--- config.mk ---
export PLATFORM = sky130hd
export DESIGN_NAME = interleaver_scheduler
export DESIGN_NICKNAME = d
export VERILOG_FILES = /design/src/rtl/tx_il_pkg.sv /design/src/rtl/il_rate_decode.sv /design/src/rtl/interleaver_scheduler.sv
export SDC_FILE = /design/constraint.sdc
export NUM_CORES = 1
export LEC_CHECK = 0
export CAP_MARGIN = 20
export CORE_MARGIN = 2
export CORE_UTILIZATION = 39
export DETAILED_ROUTE_END_ITERATION = 10
export GPL_ROUTABILITY_DRIVEN = 1
export PLACE_DENSITY_LB_ADDON = 0.08
export SYNTH_ARGS = -nofsm -noshare
export SYNTH_HDL_FRONTEND = slang
export SYNTH_SLANG_ARGS = --single-unit
--- constraint.sdc ---
create_clock -name Clk -period 7.33 [get_ports Clk]
set_input_delay 2.199 -clock Clk [delete_from_list [all_inputs] [get_ports Clk]]
set_output_delay 2.199 -clock Clk [all_outputs]
set_load 0.05 [all_outputs]
--- src/rtl/tx_il_pkg.sv ---
// Shared types and constants for the transmit interleaver sequencer.
// Latency: n/a (declarations only).
// Backpressure: n/a.
package tx_il_pkg;

    localparam int SVC_TAIL = 22;

    typedef enum logic [2:0] {
        ST_IDLE,
        ST_SIG_WR,
        ST_SIG_RD,
        ST_DAT_WR,
        ST_DAT_RD
    } il_state_e;

    localparam logic [3:0] RATE_6  = 4'b1101;
    localparam logic [3:0] RATE_9  = 4'b1111;
    localparam logic [3:0] RATE_12 = 4'b0101;
    localparam logic [3:0] RATE_18 = 4'b0111;
    localparam logic [3:0] RATE_24 = 4'b1001;
    localparam logic [3:0] RATE_36 = 4'b1011;
    localparam logic [3:0] RATE_48 = 4'b0001;
    localparam logic [3:0] RATE_54 = 4'b0011;

    localparam logic [8:0] CBPS_BPSK  = 9'd48;
    localparam logic [8:0] CBPS_QPSK  = 9'd96;
    localparam logic [8:0] CBPS_16QAM = 9'd192;
    localparam logic [8:0] CBPS_64QAM = 9'd288;
    localparam logic [8:0] CBPS_SIG   = 9'd48;

    localparam logic [7:0] DBPS_6  = 8'd24;
    localparam logic [7:0] DBPS_9  = 8'd36;
    localparam logic [7:0] DBPS_12 = 8'd48;
    localparam logic [7:0] DBPS_18 = 8'd72;
    localparam logic [7:0] DBPS_24 = 8'd96;
    localparam logic [7:0] DBPS_36 = 8'd144;
    localparam logic [7:0] DBPS_48 = 8'd192;
    localparam logic [7:0] DBPS_54 = 8'd216;

endpackage

--- src/rtl/il_rate_decode.sv ---
// RATE code to coded/data bits per OFDM symbol; unlisted codes fall back to 48/24.
// Latency: combinational.
// Backpressure: none.
module il_rate_decode
    import tx_il_pkg::*;
(
    input  logic [3:0] rate_i,
    output logic [8:0] n_cbps_o,
    output logic [7:0] n_dbps_o,
    output logic       valid_o
);

    always_comb begin
        valid_o  = 1'b1;
        n_cbps_o = CBPS_BPSK;
        n_dbps_o = DBPS_6;
        case (rate_i)
            RATE_6:  begin n_cbps_o = CBPS_BPSK;  n_dbps_o = DBPS_6;  end
            RATE_9:  begin n_cbps_o = CBPS_BPSK;  n_dbps_o = DBPS_9;  end
            RATE_12: begin n_cbps_o = CBPS_QPSK;  n_dbps_o = DBPS_12; end
            RATE_18: begin n_cbps_o = CBPS_QPSK;  n_dbps_o = DBPS_18; end
            RATE_24: begin n_cbps_o = CBPS_16QAM; n_dbps_o = DBPS_24; end
            RATE_36: begin n_cbps_o = CBPS_16QAM; n_dbps_o = DBPS_36; end
            RATE_48: begin n_cbps_o = CBPS_64QAM; n_dbps_o = DBPS_48; end
            RATE_54: begin n_cbps_o = CBPS_64QAM; n_dbps_o = DBPS_54; end
            default: valid_o = 1'b0;
        endcase
    end

endmodule

--- src/rtl/interleaver_scheduler.sv ---
// Per-PPDU interleaver sequencer: SIGNAL symbol then N_SYM DATA symbols, WR then RD each; RATE_CHECK_EN adds Err.
// Latency: all outputs registered; first WR cycle follows the accepted Start by one cycle.
// Backpressure: In_valid low stalls WR phases; RD phases never stall.
module interleaver_scheduler
    import tx_il_pkg::*;
#(
    parameter int LEN_W = 12,
    parameter int SYM_W = 11
) (
    input  logic             Clk,
    input  logic             Reset,
    input  logic             Start,
    input  logic [3:0]       Rate,
    input  logic [LEN_W-1:0] Length,
    input  logic             In_valid,
    output logic             In_ready,
    output logic             Il_en,
    output logic             Il_wr,
    output logic [8:0]       Il_size,
    output logic             Il_sym_start,
    output logic             Out_valid,
    output logic [SYM_W-1:0] Sym_idx,
    output logic             Busy,
    output logic             Done
`ifdef RATE_CHECK_EN
    ,
    output logic             Err
`endif
);

    localparam logic [SYM_W-1:0] SYM_ONE = {{(SYM_W-1){1'b0}}, 1'b1};

    il_state_e        state_q;
    logic [8:0]       bit_cnt_q;
    logic [15:0]      rem_q;
    logic [8:0]       ncbps_q;
    logic [7:0]       ndbps_q;
    logic             in_ready_q;
    logic             il_en_q;
    logic             il_wr_q;
    logic [8:0]       il_size_q;
    logic             sym_start_q;
    logic             out_valid_q;
    logic [SYM_W-1:0] sym_idx_q;
    logic             busy_q;
    logic             done_q;

    logic [8:0]       dec_cbps;
    logic [7:0]       dec_dbps;
    logic             dec_valid;
    logic             rate_ok;
    logic             last_bit;
    logic [15:0]      frame_bits;

    il_rate_decode u_rate_decode (
        .rate_i   (Rate),
        .n_cbps_o (dec_cbps),
        .n_dbps_o (dec_dbps),
        .valid_o  (dec_valid)
    );

`ifdef RATE_CHECK_EN
    logic err_q;
    assign rate_ok = dec_valid;
    assign Err     = err_q;
`else
    logic unused_dec_valid;
    assign unused_dec_valid = dec_valid;
    assign rate_ok          = 1'b1;
`endif

    // Il_size always holds the current phase length, so it doubles as the bit-count limit.
    assign last_bit   = (bit_cnt_q == il_size_q - 9'd1);
    assign frame_bits = 16'(SVC_TAIL) + 16'({Length, 3'b000});

    always_ff @(posedge Clk or posedge Reset) begin
        if (Reset) begin
            state_q     <= ST_IDLE;
            bit_cnt_q   <= '0;
            rem_q       <= '0;
            ncbps_q     <= '0;
            ndbps_q     <= '0;
            in_ready_q  <= 1'b0;
            il_en_q     <= 1'b0;
            il_wr_q     <= 1'b0;
            il_size_q   <= '0;
            sym_start_q <= 1'b0;
            out_valid_q <= 1'b0;
            sym_idx_q   <= '0;
            busy_q      <= 1'b0;
            done_q      <= 1'b0;
`ifdef RATE_CHECK_EN
            err_q       <= 1'b0;
`endif
        end else begin
            sym_start_q <= 1'b0;
            done_q      <= 1'b0;
`ifdef RATE_CHECK_EN
            err_q       <= 1'b0;
`endif
            case (state_q)
                ST_IDLE: begin
                    if (Start && Length != '0) begin
                        if (rate_ok) begin
                            state_q     <= ST_SIG_WR;
                            ncbps_q     <= dec_cbps;
                            ndbps_q     <= dec_dbps;
                            rem_q       <= frame_bits;
                            bit_cnt_q   <= '0;
                            sym_idx_q   <= '0;
                            busy_q      <= 1'b1;
                            in_ready_q  <= 1'b1;
                            il_en_q     <= 1'b1;
                            il_wr_q     <= 1'b1;
                            il_size_q   <= CBPS_SIG;
                            sym_start_q <= 1'b1;
                        end
`ifdef RATE_CHECK_EN
                        else begin
                            err_q <= 1'b1;
                        end
`endif
                    end
                end
                ST_SIG_WR, ST_DAT_WR: begin
                    if (In_valid && in_ready_q) begin
                        if (last_bit) begin
                            state_q     <= (state_q == ST_SIG_WR) ? ST_SIG_RD : ST_DAT_RD;
                            bit_cnt_q   <= '0;
                            in_ready_q  <= 1'b0;
                            il_wr_q     <= 1'b0;
                            out_valid_q <= 1'b1;
                        end else begin
                            bit_cnt_q <= bit_cnt_q + 9'd1;
                        end
                    end
                end
                ST_SIG_RD: begin
                    if (last_bit) begin
                        state_q     <= ST_DAT_WR;
                        bit_cnt_q   <= '0;
                        sym_idx_q   <= SYM_ONE;
                        il_size_q   <= ncbps_q;
                        in_ready_q  <= 1'b1;
                        il_wr_q     <= 1'b1;
                        out_valid_q <= 1'b0;
                        sym_start_q <= 1'b1;
                    end else begin
                        bit_cnt_q <= bit_cnt_q + 9'd1;
                    end
                end
                ST_DAT_RD: begin
                    if (last_bit) begin
                        bit_cnt_q   <= '0;
                        out_valid_q <= 1'b0;
                        // Remaining-bits countdown replaces a ceil() divider for N_SYM.
                        if (rem_q > {8'd0, ndbps_q}) begin
                            state_q     <= ST_DAT_WR;
                            rem_q       <= rem_q - {8'd0, ndbps_q};
                            sym_idx_q   <= sym_idx_q + SYM_ONE;
                            in_ready_q  <= 1'b1;
                            il_wr_q     <= 1'b1;
                            sym_start_q <= 1'b1;
                        end else begin
                            state_q   <= ST_IDLE;
                            il_en_q   <= 1'b0;
                            il_size_q <= '0;
                            sym_idx_q <= '0;
                            busy_q    <= 1'b0;
                            done_q    <= 1'b1;
                        end
                    end else begin
                        bit_cnt_q <= bit_cnt_q + 9'd1;
                    end
                end
                default: state_q <= ST_IDLE;
            endcase
        end
    end

    assign In_ready     = in_ready_q;
    assign Il_en        = il_en_q;
    assign Il_wr        = il_wr_q;
    assign Il_size      = il_size_q;
    assign Il_sym_start = sym_start_q;
    assign Out_valid    = out_valid_q;
    assign Sym_idx      = sym_idx_q;
    assign Busy         = busy_q;
    assign Done         = done_q;

endmodule

==> impl_metrics.csv <==
group,metric,value,unit
place,place_ws,2410,ps
place,dpl.hpwl,6430,microns
grt,grt_usage,0.187,
drt,wl,9050,microns
timing,finalHoldViolations,0,
drt,route.vias.total,3256,
drt,wl_per_cell,15.4,microns
cts,post-cts-setup-buffers,0,
timing,fin_ws,2790,ps
finish,drive_gt1_frac,0.0523,
cts,clkLatencyLatePin,340,ps
finish,insertedDiodeCount,0,
grt,grt_pass1_wl,15200,microns
timing,fin_crit_sh,0.620,
grt,grt_max_degree,60,
setup_path,crit_required,7560,ps
logic_synthesis,synth_xor_xnor_area_share,0.0520,
finish,syn_to_final_growth,18.9,%
cts,cts-root-buf,"clkbuf_8",
logic_synthesis,synth_cell_types,60,
grt,met3_usage,0.0393,
cts,cts_buffers,9,
grt,antenna_found_initial,0,
cts,cts_resized,0,
outcome,status,"complete, no violations",
finish,nets,485,
logic_synthesis,post-synth-top-count-cell,"dfrtp_1",
logic_synthesis,async_flop_share,1.00,
place,port_buffers,42,
grt,grtUsageMet2,0.286,
logic_synthesis,yosysWarningCount,0,
logic_synthesis,synth_mux_area_frac,0.0172,
timing,slew_violations,0,
floorplan,fp.coreArea,9240,sq um
cts,clockBufferDepth,2,
setup_path,arrival,4770,ps
run,cap_violations,0,
timing,setup-violations-final,0,
cts,cts_tree,"yes",
timing,tns,0,ps
logic_synthesis,synthSimpleGateAreaFrac,0.226,
logic_synthesis,synth_area_per_cell,8.80,sq um
cts,clock-sinks,59,
logic_synthesis,synth_top_cell_area_share,0.398,
timing,skew,9.10,ps
grt,grt_busiest_layer,"met2",
logic_synthesis,synth_edf_count,0,
min_path,hp-class,"reg2reg",
setup_path,path_class,"in2reg",
floorplan,die_w,101,microns
timing,fmax,220,MHz
cts,cts-htree-levels,3,
grt,grt_use_met1,0.265,
logic_synthesis,synth_fa_ha_area_frac,0.0419,
power,p_leak,1.85,nW
finish,utilization,0.477,
logic_synthesis,synth_top_family_by_area,"simple AND/OR/NAND/NOR gates",
logic_synthesis,ys_seq_area_frac,0.398,
floorplan,pin_count,47,
logic_synthesis,synthesis.area,3710,sq um
drt,drtPass1Iterations,4,
logic_synthesis,synth_flop_cell,"dfrtp_1",
cts,hold_buffers,0,
place,gp_congestion,0.823,
setup_path,worst_setup_path_end_kind,"register",
floorplan,start_util,0.401,
logic_synthesis,synth-compound-area-share,0.212,
timing,slew_headroom,0.416,
grt,overflow,0,
timing,rsz0062_at_grt,"false",
grt,grt_pass1_vias,3064,
power,ir_drop,0.000124,V
cts,path_clk_slew,70,ps
floorplan,rows,35,
logic_synthesis,ys_ff_latch,59,
timing,tightest_slew,877,ps
logic_synthesis,synth.area.top_cells,"dfrtp_1 (40%), nand2_1 (3.6%), ha_1 (3.4%)",
floorplan,die_y,101,microns
floorplan,fp.dieArea,10300,sq um
logic_synthesis,synth_cells,421,
drt,ant_nets,0,
timing,fin_crit,4540,ps
logic_synthesis,synth_top_area_cell,"dfrtp_1",
drt,avgViaCountPerCell,5.54,
drt,drc,0,
setup_path,start_kind,"primary input",
drt,drt_iter0_markers,114,
logic_synthesis,synth_common_cells,"dfrtp_1 (59), nand2_1 (36), nor2_1 (27)",
power,power_density,258,nW/um^2
setup_path,cp_max_fo,19,
==> final timing paths <==
check	depth (start not counted)	from	end	slack (ps)
min reg2reg	1	rem_q[1]$_DFFE_PP0P_	rem_q[1]$_DFFE_PP0P_	480
min	1	rem_q[1]$_DFFE_PP0P_	rem_q[1]$_DFFE_PP0P_	480
max in group asynchronous	3	Reset	rem_q[10]$_DFFE_PP0P_	4430
min in group asynchronous	3	Reset	Sym_idx[7]$_DFFE_PP0P_	2390
max	6	Length[1]	rem_q[4]$_DFFE_PP0P_	2790
max reg2reg	9	rem_q[2]$_DFFE_PP0P_	rem_q[8]$_DFFE_PP0P_	3820
==> layout by cell type, fill, tap and decap left out, drive strengths merged, types with 8 or more instances in the layout <==
| cell type | n |
|---|---|
| o21a | 11 |
| dfrtp | 59 |
| xnor2 | 10 |
| clkbuf | 10 |
| nor2 | 27 |
| a21oi | 22 |
| clkdlybuf4s50 | 42 |
| and3 | 15 |
| ha | 10 |
| xor2 | 12 |
| nand2 | 36 |
| o22a | 8 |
| inv | 16 |
| o21ai | 28 |
| nand3 | 25 |
| nand4 | 9 |
| nor3 | 17 |
==> critical path, stage by stage <==
cell and delay [ps]:
clkdlybuf4s50_1 510, nor4_1 410, nand3_1 270, nand3_1 590, o21ai_1 410, mux2_2 370
==> power by group <==
| part | internal, mW | switching [mW] |
|---|---|---|
| clock | 0.192 | 0.137 |
| sequential | 0.383 | 0.0603 |
| combinational | 0.152 | 0.211 |
| total | 0.727 | 0.408 |
==> final cells by class <==
type	count	area (sq um)
Sequential cell	59	1480
Multi-Input combinational cell	323	2050
Fill cell	880	4830
Clock buffer	10	128
Clock inverter	6	90.1
Timing Repair Buffer	44	435
Inverter	17	63.8
Tap cell	129	161
==> cells by family after synthesis <==
kind of cell               Yosys count
and+or+nand+nor                    163
AOI/OAI and AO/OA                  116
DFF                                 59
buffers and inverters               42
xor gates and xnor gates            22
adders and majority gates           12
muxes                                6
other                                1
==> state kept, by name (all words and copies together) (netlist names) <==
signal / count
Il_wr: 1
state_q: 3
ndbps_q: 6
Il_size: 5
rem_q: 15
Done: 1
ncbps_q: 5
bit_cnt_q: 9
Sym_idx: 11
Out_valid: 1
Busy: 1
Il_sym_start: 1
==> layer usage <==
metal  vias up  share of wire
li1       1612              -
met1      1579           0.50
met2        56           0.45
met3         9          0.033
met4         0          0.012
met5         -              0
==> stage by stage <==
step | std cells | power, mW | hold slack [ps] | instance area, sq um
2_1_floorplan | 424 | 0.712 | 435 | 3720
3_5_place_dp | 572 | 0.810 | 462 | 4190
4_1_cts | 588 | 1.15 | 480 | 4410
3_3_place_gp | 572 | 0.807 | 456 | 4190
5_1_grt | 588 | 1.20 | 517 | 4410
6_report | 588 | 1.14 | 482 | 4410
(Power assumes the default switching activity.)
